==> src/rtl/board_link_ctrl.sv <==
// Purpose : two-board cable link controller (heartbeat handshake, link FSM, role, gated P2 buttons).
// Latency : inputs pass 2 sync flops; peer edge -> FSM 3 edges, buttons -> p2_btn 3 edges, role 3 (DOWN) / 4 (UP) edges.
// Backpr. : none; free-running, every output is a plain register updated each cycle.
//
// Ports:
//   clk, reset         system clock, synchronous active-high reset
//   sw_master          async role switch (1 = master)
//   hb_in / hb_out     peer heartbeat in (async) / local heartbeat out
//   p2_btn_raw         async cable buttons {attack, right, left, down, up}
//   p2_btn             synchronized buttons, forced to 0 unless link up and master
//   is_master          registered role, drives the cable pin mux select
//   link_up            high while the link FSM is in UP
//   link_lost_pulse    one-cycle pulse on every exit from UP (never from reset)
module board_link_ctrl #(
  parameter int HB_PERIOD = 1000,
  parameter int TIMEOUT   = 4096,
  parameter int ACQ_EDGES = 3
) (
  input  logic       clk,
  input  logic       reset,
  input  logic       sw_master,
  input  logic       hb_in,
  output logic       hb_out,
  input  logic [4:0] p2_btn_raw,
  output logic [4:0] p2_btn,
  output logic       is_master,
  output logic       link_up,
  output logic       link_lost_pulse
);

  localparam int HBW  = (HB_PERIOD > 1) ? $clog2(HB_PERIOD) : 1;
  localparam int SILW = $clog2(TIMEOUT + 1);

  localparam logic [HBW-1:0]  HB_LAST = HBW'(HB_PERIOD - 1);
  localparam logic [SILW-1:0] SIL_MAX = SILW'(TIMEOUT);
  localparam logic [3:0]      ACQ_TGT = 4'(ACQ_EDGES);

  localparam logic [1:0] ST_DOWN = 2'd0;
  localparam logic [1:0] ST_ACQ  = 2'd1;
  localparam logic [1:0] ST_UP   = 2'd2;

  // synchronizers
  logic       sw_s1_q, sw_s1_d, sw_s2_q, sw_s2_d;
  logic       hb_s1_q, hb_s1_d, hb_s2_q, hb_s2_d, hb_prev_q, hb_prev_d;
  logic [4:0] btn_s1_q, btn_s1_d, btn_s2_q, btn_s2_d;

  // heartbeat transmit and silence tracking
  logic [HBW-1:0]  hb_cnt_q, hb_cnt_d;
  logic            hb_out_q, hb_out_d;
  logic [SILW-1:0] sil_cnt_q, sil_cnt_d;

  // link FSM and registered outputs
  logic [1:0] state_q, state_d;
  logic [3:0] acq_cnt_q, acq_cnt_d;
  logic       is_master_q, is_master_d;
  logic       link_up_q, link_up_d;
  logic       link_lost_q, link_lost_d;
  logic [4:0] p2_btn_q, p2_btn_d;

  logic peer_edge;
  logic timeout;
  logic role_flip;
  logic hb_wrap;

  always_comb begin
    sw_s1_d   = sw_master;
    sw_s2_d   = sw_s1_q;
    hb_s1_d   = hb_in;
    hb_s2_d   = hb_s1_q;
    hb_prev_d = hb_s2_q;
    btn_s1_d  = p2_btn_raw;
    btn_s2_d  = btn_s1_q;

    // either heartbeat polarity counts as a peer edge
    peer_edge = hb_s2_q ^ hb_prev_q;

    hb_wrap  = (hb_cnt_q == HB_LAST);
    hb_cnt_d = hb_wrap ? '0 : hb_cnt_q + HBW'(1);
    hb_out_d = hb_out_q ^ hb_wrap;

    if (peer_edge) begin
      sil_cnt_d = '0;
    end else if (sil_cnt_q != SIL_MAX) begin
      sil_cnt_d = sil_cnt_q + SILW'(1);
    end else begin
      sil_cnt_d = sil_cnt_q;
    end
    timeout   = (sil_cnt_q == SIL_MAX);
    role_flip = (sw_s2_q != is_master_q);

    state_d     = state_q;
    acq_cnt_d   = acq_cnt_q;
    is_master_d = is_master_q;

    case (state_q)
      ST_DOWN: begin
        // role is only allowed to change while the link is down
        is_master_d = sw_s2_q;
        acq_cnt_d   = 4'd0;
        if (peer_edge) begin
          acq_cnt_d = 4'd1;
          state_d   = (ACQ_TGT == 4'd1) ? ST_UP : ST_ACQ;
        end
      end
      ST_ACQ: begin
        // role flip beats peer edge, peer edge beats timeout
        if (role_flip) begin
          state_d   = ST_DOWN;
          acq_cnt_d = 4'd0;
        end else if (peer_edge) begin
          acq_cnt_d = acq_cnt_q + 4'd1;
          if ((acq_cnt_q + 4'd1) == ACQ_TGT) begin
            state_d = ST_UP;
          end
        end else if (timeout) begin
          state_d   = ST_DOWN;
          acq_cnt_d = 4'd0;
        end
      end
      ST_UP: begin
        if (role_flip || (timeout && !peer_edge)) begin
          state_d   = ST_DOWN;
          acq_cnt_d = 4'd0;
        end
      end
      default: begin
        state_d   = ST_DOWN;
        acq_cnt_d = 4'd0;
      end
    endcase

    // link_up is registered from the next state so it tracks UP exactly
    link_up_d   = (state_d == ST_UP);
    link_lost_d = (state_q == ST_UP) && (state_d == ST_DOWN);
    p2_btn_d    = btn_s2_q & {5{link_up_q & is_master_q}};
  end

  always_ff @(posedge clk) begin
    if (reset) begin
      sw_s1_q     <= 1'b0;
      sw_s2_q     <= 1'b0;
      hb_s1_q     <= 1'b0;
      hb_s2_q     <= 1'b0;
      hb_prev_q   <= 1'b0;
      btn_s1_q    <= 5'd0;
      btn_s2_q    <= 5'd0;
      hb_cnt_q    <= '0;
      hb_out_q    <= 1'b0;
      sil_cnt_q   <= '0;
      state_q     <= ST_DOWN;
      acq_cnt_q   <= 4'd0;
      is_master_q <= 1'b0;
      link_up_q   <= 1'b0;
      link_lost_q <= 1'b0;
      p2_btn_q    <= 5'd0;
    end else begin
      sw_s1_q     <= sw_s1_d;
      sw_s2_q     <= sw_s2_d;
      hb_s1_q     <= hb_s1_d;
      hb_s2_q     <= hb_s2_d;
      hb_prev_q   <= hb_prev_d;
      btn_s1_q    <= btn_s1_d;
      btn_s2_q    <= btn_s2_d;
      hb_cnt_q    <= hb_cnt_d;
      hb_out_q    <= hb_out_d;
      sil_cnt_q   <= sil_cnt_d;
      state_q     <= state_d;
      acq_cnt_q   <= acq_cnt_d;
      is_master_q <= is_master_d;
      link_up_q   <= link_up_d;
      link_lost_q <= link_lost_d;
      p2_btn_q    <= p2_btn_d;
    end
  end

  assign hb_out          = hb_out_q;
  assign is_master       = is_master_q;
  assign link_up         = link_up_q;
  assign link_lost_pulse = link_lost_q;
  assign p2_btn          = p2_btn_q;

endmodule

==> config.mk <==
export PLATFORM = sky130hd
export DESIGN_NAME = board_link_ctrl
export DESIGN_NICKNAME = d
export VERILOG_FILES = /design/src/rtl/board_link_ctrl.sv
export SDC_FILE = /design/constraint.sdc
export NUM_CORES = 1
export LEC_CHECK = 0
export ABC_CLOCK_PERIOD_IN_PS = 2110
export CAP_MARGIN = 5
export CORE_ASPECT_RATIO = 0.8
export CORE_MARGIN = 3
export CORE_UTILIZATION = 30
export CTS_CLUSTER_DIAMETER = 30
export DETAILED_ROUTE_END_ITERATION = 12
export GPL_ROUTABILITY_DRIVEN = 1
export GPL_TIMING_DRIVEN = 1
export PLACE_DENSITY = 0.51
export RECOVER_POWER = 25
export SLEW_MARGIN = 20
export SYNTH_ARGS = -nofsm -noshare
export SYNTH_HDL_FRONTEND = slang
export SYNTH_SLANG_ARGS = --single-unit
==> constraint.sdc <==
create_clock -name clk -period 2.11 [get_ports clk]
set_input_delay 0.211 -clock clk [delete_from_list [all_inputs] [get_ports clk]]
set_output_delay 0.211 -clock clk [all_outputs]
set_load 0.02 [all_outputs]
==> results.txt <==
Status - finished, final reports clean
Clk Latency, worst-skew pair - 0.31 ns
Tot Pwr - 0.00174 W
Final non-filler cell total - 319
Area growth syn-to-layout - 17.0%
Most frequent cell after synthesis - dfxtp_1
# Post-CTS Setup Buffers - 0
Commonest cells post-synth - 53 x dfxtp_1, 24 x nor2_1, 16 x nor2b_1
Chip height - 81.0 µm
Largest net degree at the start of global routing - 20
Initial antenna violation count - 0
1st-pass router iterations - 4
# IOs - 18
Sequential area share after synthesis - 50.3%
Worst rel slew slack - 46.3%
Starting density of the core - 31.9%
Setup crit end kind - flip-flop
Synth Area in Adders - 2.97%
RR Endpoint - acq_cnt_q[3]
Final Hold Viols - 0
Remaining routing DRC violations - 0
Compound-Gate Fraction of Synth Area - 6.53%
Max-cap violations - 0
GR Util All Layers - 9.33%
Clock Path Buffers - 2
Unrepaired setup endpoints after global routing - no
Worst-Margin Slew - 0.805 ns
NumNets Final - 248
Vias in the first global route - 1310
Hold path startpoint - btn_s2_q[1]
Worst min path class - reg -> reg
Total routed wirelength - 3450 µm
Clock sinks - 53
Die width - 99.7 µm
Area share of the largest cell type after synthesis - 50.3%
Post-synthesis cell area - 0.00211 mm²
Gate Count Post-Synth - 213
Final worst path period share - 79.3%
Simple-Gate Fraction of Synth Area - 28.3%
Fmax - 597 MHz
CP max FO - 19
Layout Utilization - 37.3%
Mux contribution to synthesized area - 0.475%
Worst Reg-to-Reg Cells - 6
Final ANT Viol Nets - 0
Post-synth EDFFs - 0
Synth warn - 0
Primary FF master, synth - dfxtp_1
WP data arrival - 1.88 ns
Row Count - 26
Clock skew - 0.00846 ns
Syn Area/Cell - 9.90 µm²
Antenna diodes - 0
Hold EP - p2_btn[1]
Layout cell share with drive strength beyond 1 - 8.51%
CTS H-tree depth - 2
Root Buffer - clkbuf_8
Cells after DPL - 311
Iteration-0 DRC Markers - 57
Post-cts resize count - 0
CTS Buf Count - 5
Tmin final - 1.67 ns
PwrDens - 706 mW/mm²
Setup_tns - 0 ns
Reg2Reg Setup Slack - 0.58 ns
Count of final max-slew check failures - 0
Largest area contributor in the netlist - dfxtp_1
Via/cell ratio - 4.40
Synth Area in XOR/XNOR - 9.08%
Reg-to-Reg Start - sil_cnt_q[0]
HPWL Detailed - 2420 µm
Cell variety after synth - 36
Die ar. - 0.00808 mm²
TritonCTS clock tree - built
Setup Viol. Count Final - 0
Synthesized flop and latch total - 53
Routability congestion estimate - 0.750
P_leak - 0.853 nW
Maximum VDD drop - 0.251 mV
Port Buffer Count - 17
Share of flip-flops with an asynchronous set or reset - 0%
Cts hold-fix bufs - 0
Largest family of logic cells by synthesized area - simple AND/OR/NAND/NOR gates
DR vias - 1405
WL per Instance - 10.8 µm
Synthesized Nets - 227
Gr ovfl total - 0
WP data required - 2.32 ns
Setup CP Type - in -> reg
Critical Path Source Type - primary input
Clock slew seen by the registers of the worst setup and hold paths - 0.10 ns
Hold path cells - 1
Top post-synthesis cells by area - dfxtp_1 50%, xnor2_1 5.8%, nor2b_1 4.7%
CORE AREA - 0.00660 mm²
First-pass GRT wire length - 6000 µm
## kinds of logic after synthesis
| kind of cell | Yosys count |
|---|---|
| and+or+nand+nor | 102 |
| AOI/OAI and AO/OA | 20 |
| adders and majority gates | 5 |
| muxes | 1 |
| DFF | 53 |
| xor gates and xnor gates | 21 |
| buffers and inverters | 11 |
## power by group
| part | switching [W] | leakage, nW | total, W | internal, W |
|---|---|---|---|---|
| registers | 0.0000163 | 0.431 | 0.00104 | 0.00103 |
| logic | 0.0000474 | 0.371 | 0.0000950 | 0.0000476 |
| clock network | 0.000356 | 0.0506 | 0.000605 | 0.000249 |
| total | 0.000420 | 0.853 | 0.00174 | 0.00132 |
## final cells by class
| cell class | count | area [µm²] |
|---|---|---|
| Clock inverter | 3 | 28.8 |
| Tap cell | 84 | 105 |
| Multi-Input combinational cell | 149 | 998 |
| Fill cell | 663 | 4140 |
| Timing Repair Buffer | 19 | 181 |
| Clock buffer | 5 | 68.8 |
| Inverter | 6 | 22.5 |
| Sequential cell | 53 | 1060 |
## registers in the layout, indices dropped and copies added, names as in the netlist
signal and flops:
hb_s1_q 1, is_master 1, hb_prev_d 1, sil_cnt_q 13
link_lost_pulse 1, p2_btn 5, hb_out 1, btn_s2_q 5
state_q 2, sw_s1_q 1, hb_prev_q 1, sw_s2_q 1
link_up 1, acq_cnt_q 4, btn_s1_q 5, hb_cnt_q 10
## stage by stage
stage	hold WS, ns	setup slack (ns)	area [µm²]
CTS	0.430	0.495	2470
global placement	0.416	0.555	2370
global route	0.423	0.241	2470
detailed placement	0.416	0.538	2370
finish	0.437	0.436	2470
floorplan	0.339	0.718	2110
## critical path, cell delays in order
cell	delay (ns)
clkdlybuf4s50_1	0.61
clkbuf_1	0.65
nor2_1	0.20
and2_1	0.21
## placed cells by master (no fill, tap or decap), types with 2 or more instances in the layout
cell type,n
xor2_1,6
nor2_1,24
a21oi_1,6
nand2b_1,9
and2_1,6
nand4_1,4
inv_1,6
ha_1,5
clkdlybuf4s50_1,17
nand2_1,10
nor3_1,8
o21ai_0,4
o32ai_1,3
dfxtp_1,53
nor4_2,3
nand3_1,11
nor2b_1,16
o31ai_1,2
clkbuf_8,5
xnor2_1,14
or3_1,3
## how the worst max path moves through the flow
stage	start	to	slack, ns	cells past startpoint
2_1_floorplan	sil_cnt_q[0]	state_q[0]	0.72	5
3_3_place_gp	reset	sil_cnt_q[1]	0.55	3
3_5_place_dp	reset	sil_cnt_q[10]	0.54	3
4_1_cts	is_master	is_master	0.50	1
5_1_grt	reset	p2_btn[3]	0.24	4
6_report	reset	p2_btn[3]	0.44	4
## layer usage
metal	vias up	share of wire [%]	track usage [%]
li1	761	-	-
met5	-	0	0
met1	620	54	12.6
met3	4	4.0	3.18
met4	0	1.5	3.68
met2	20	40	13.6
No activity file was read; power rests on OpenSTA's default activity.
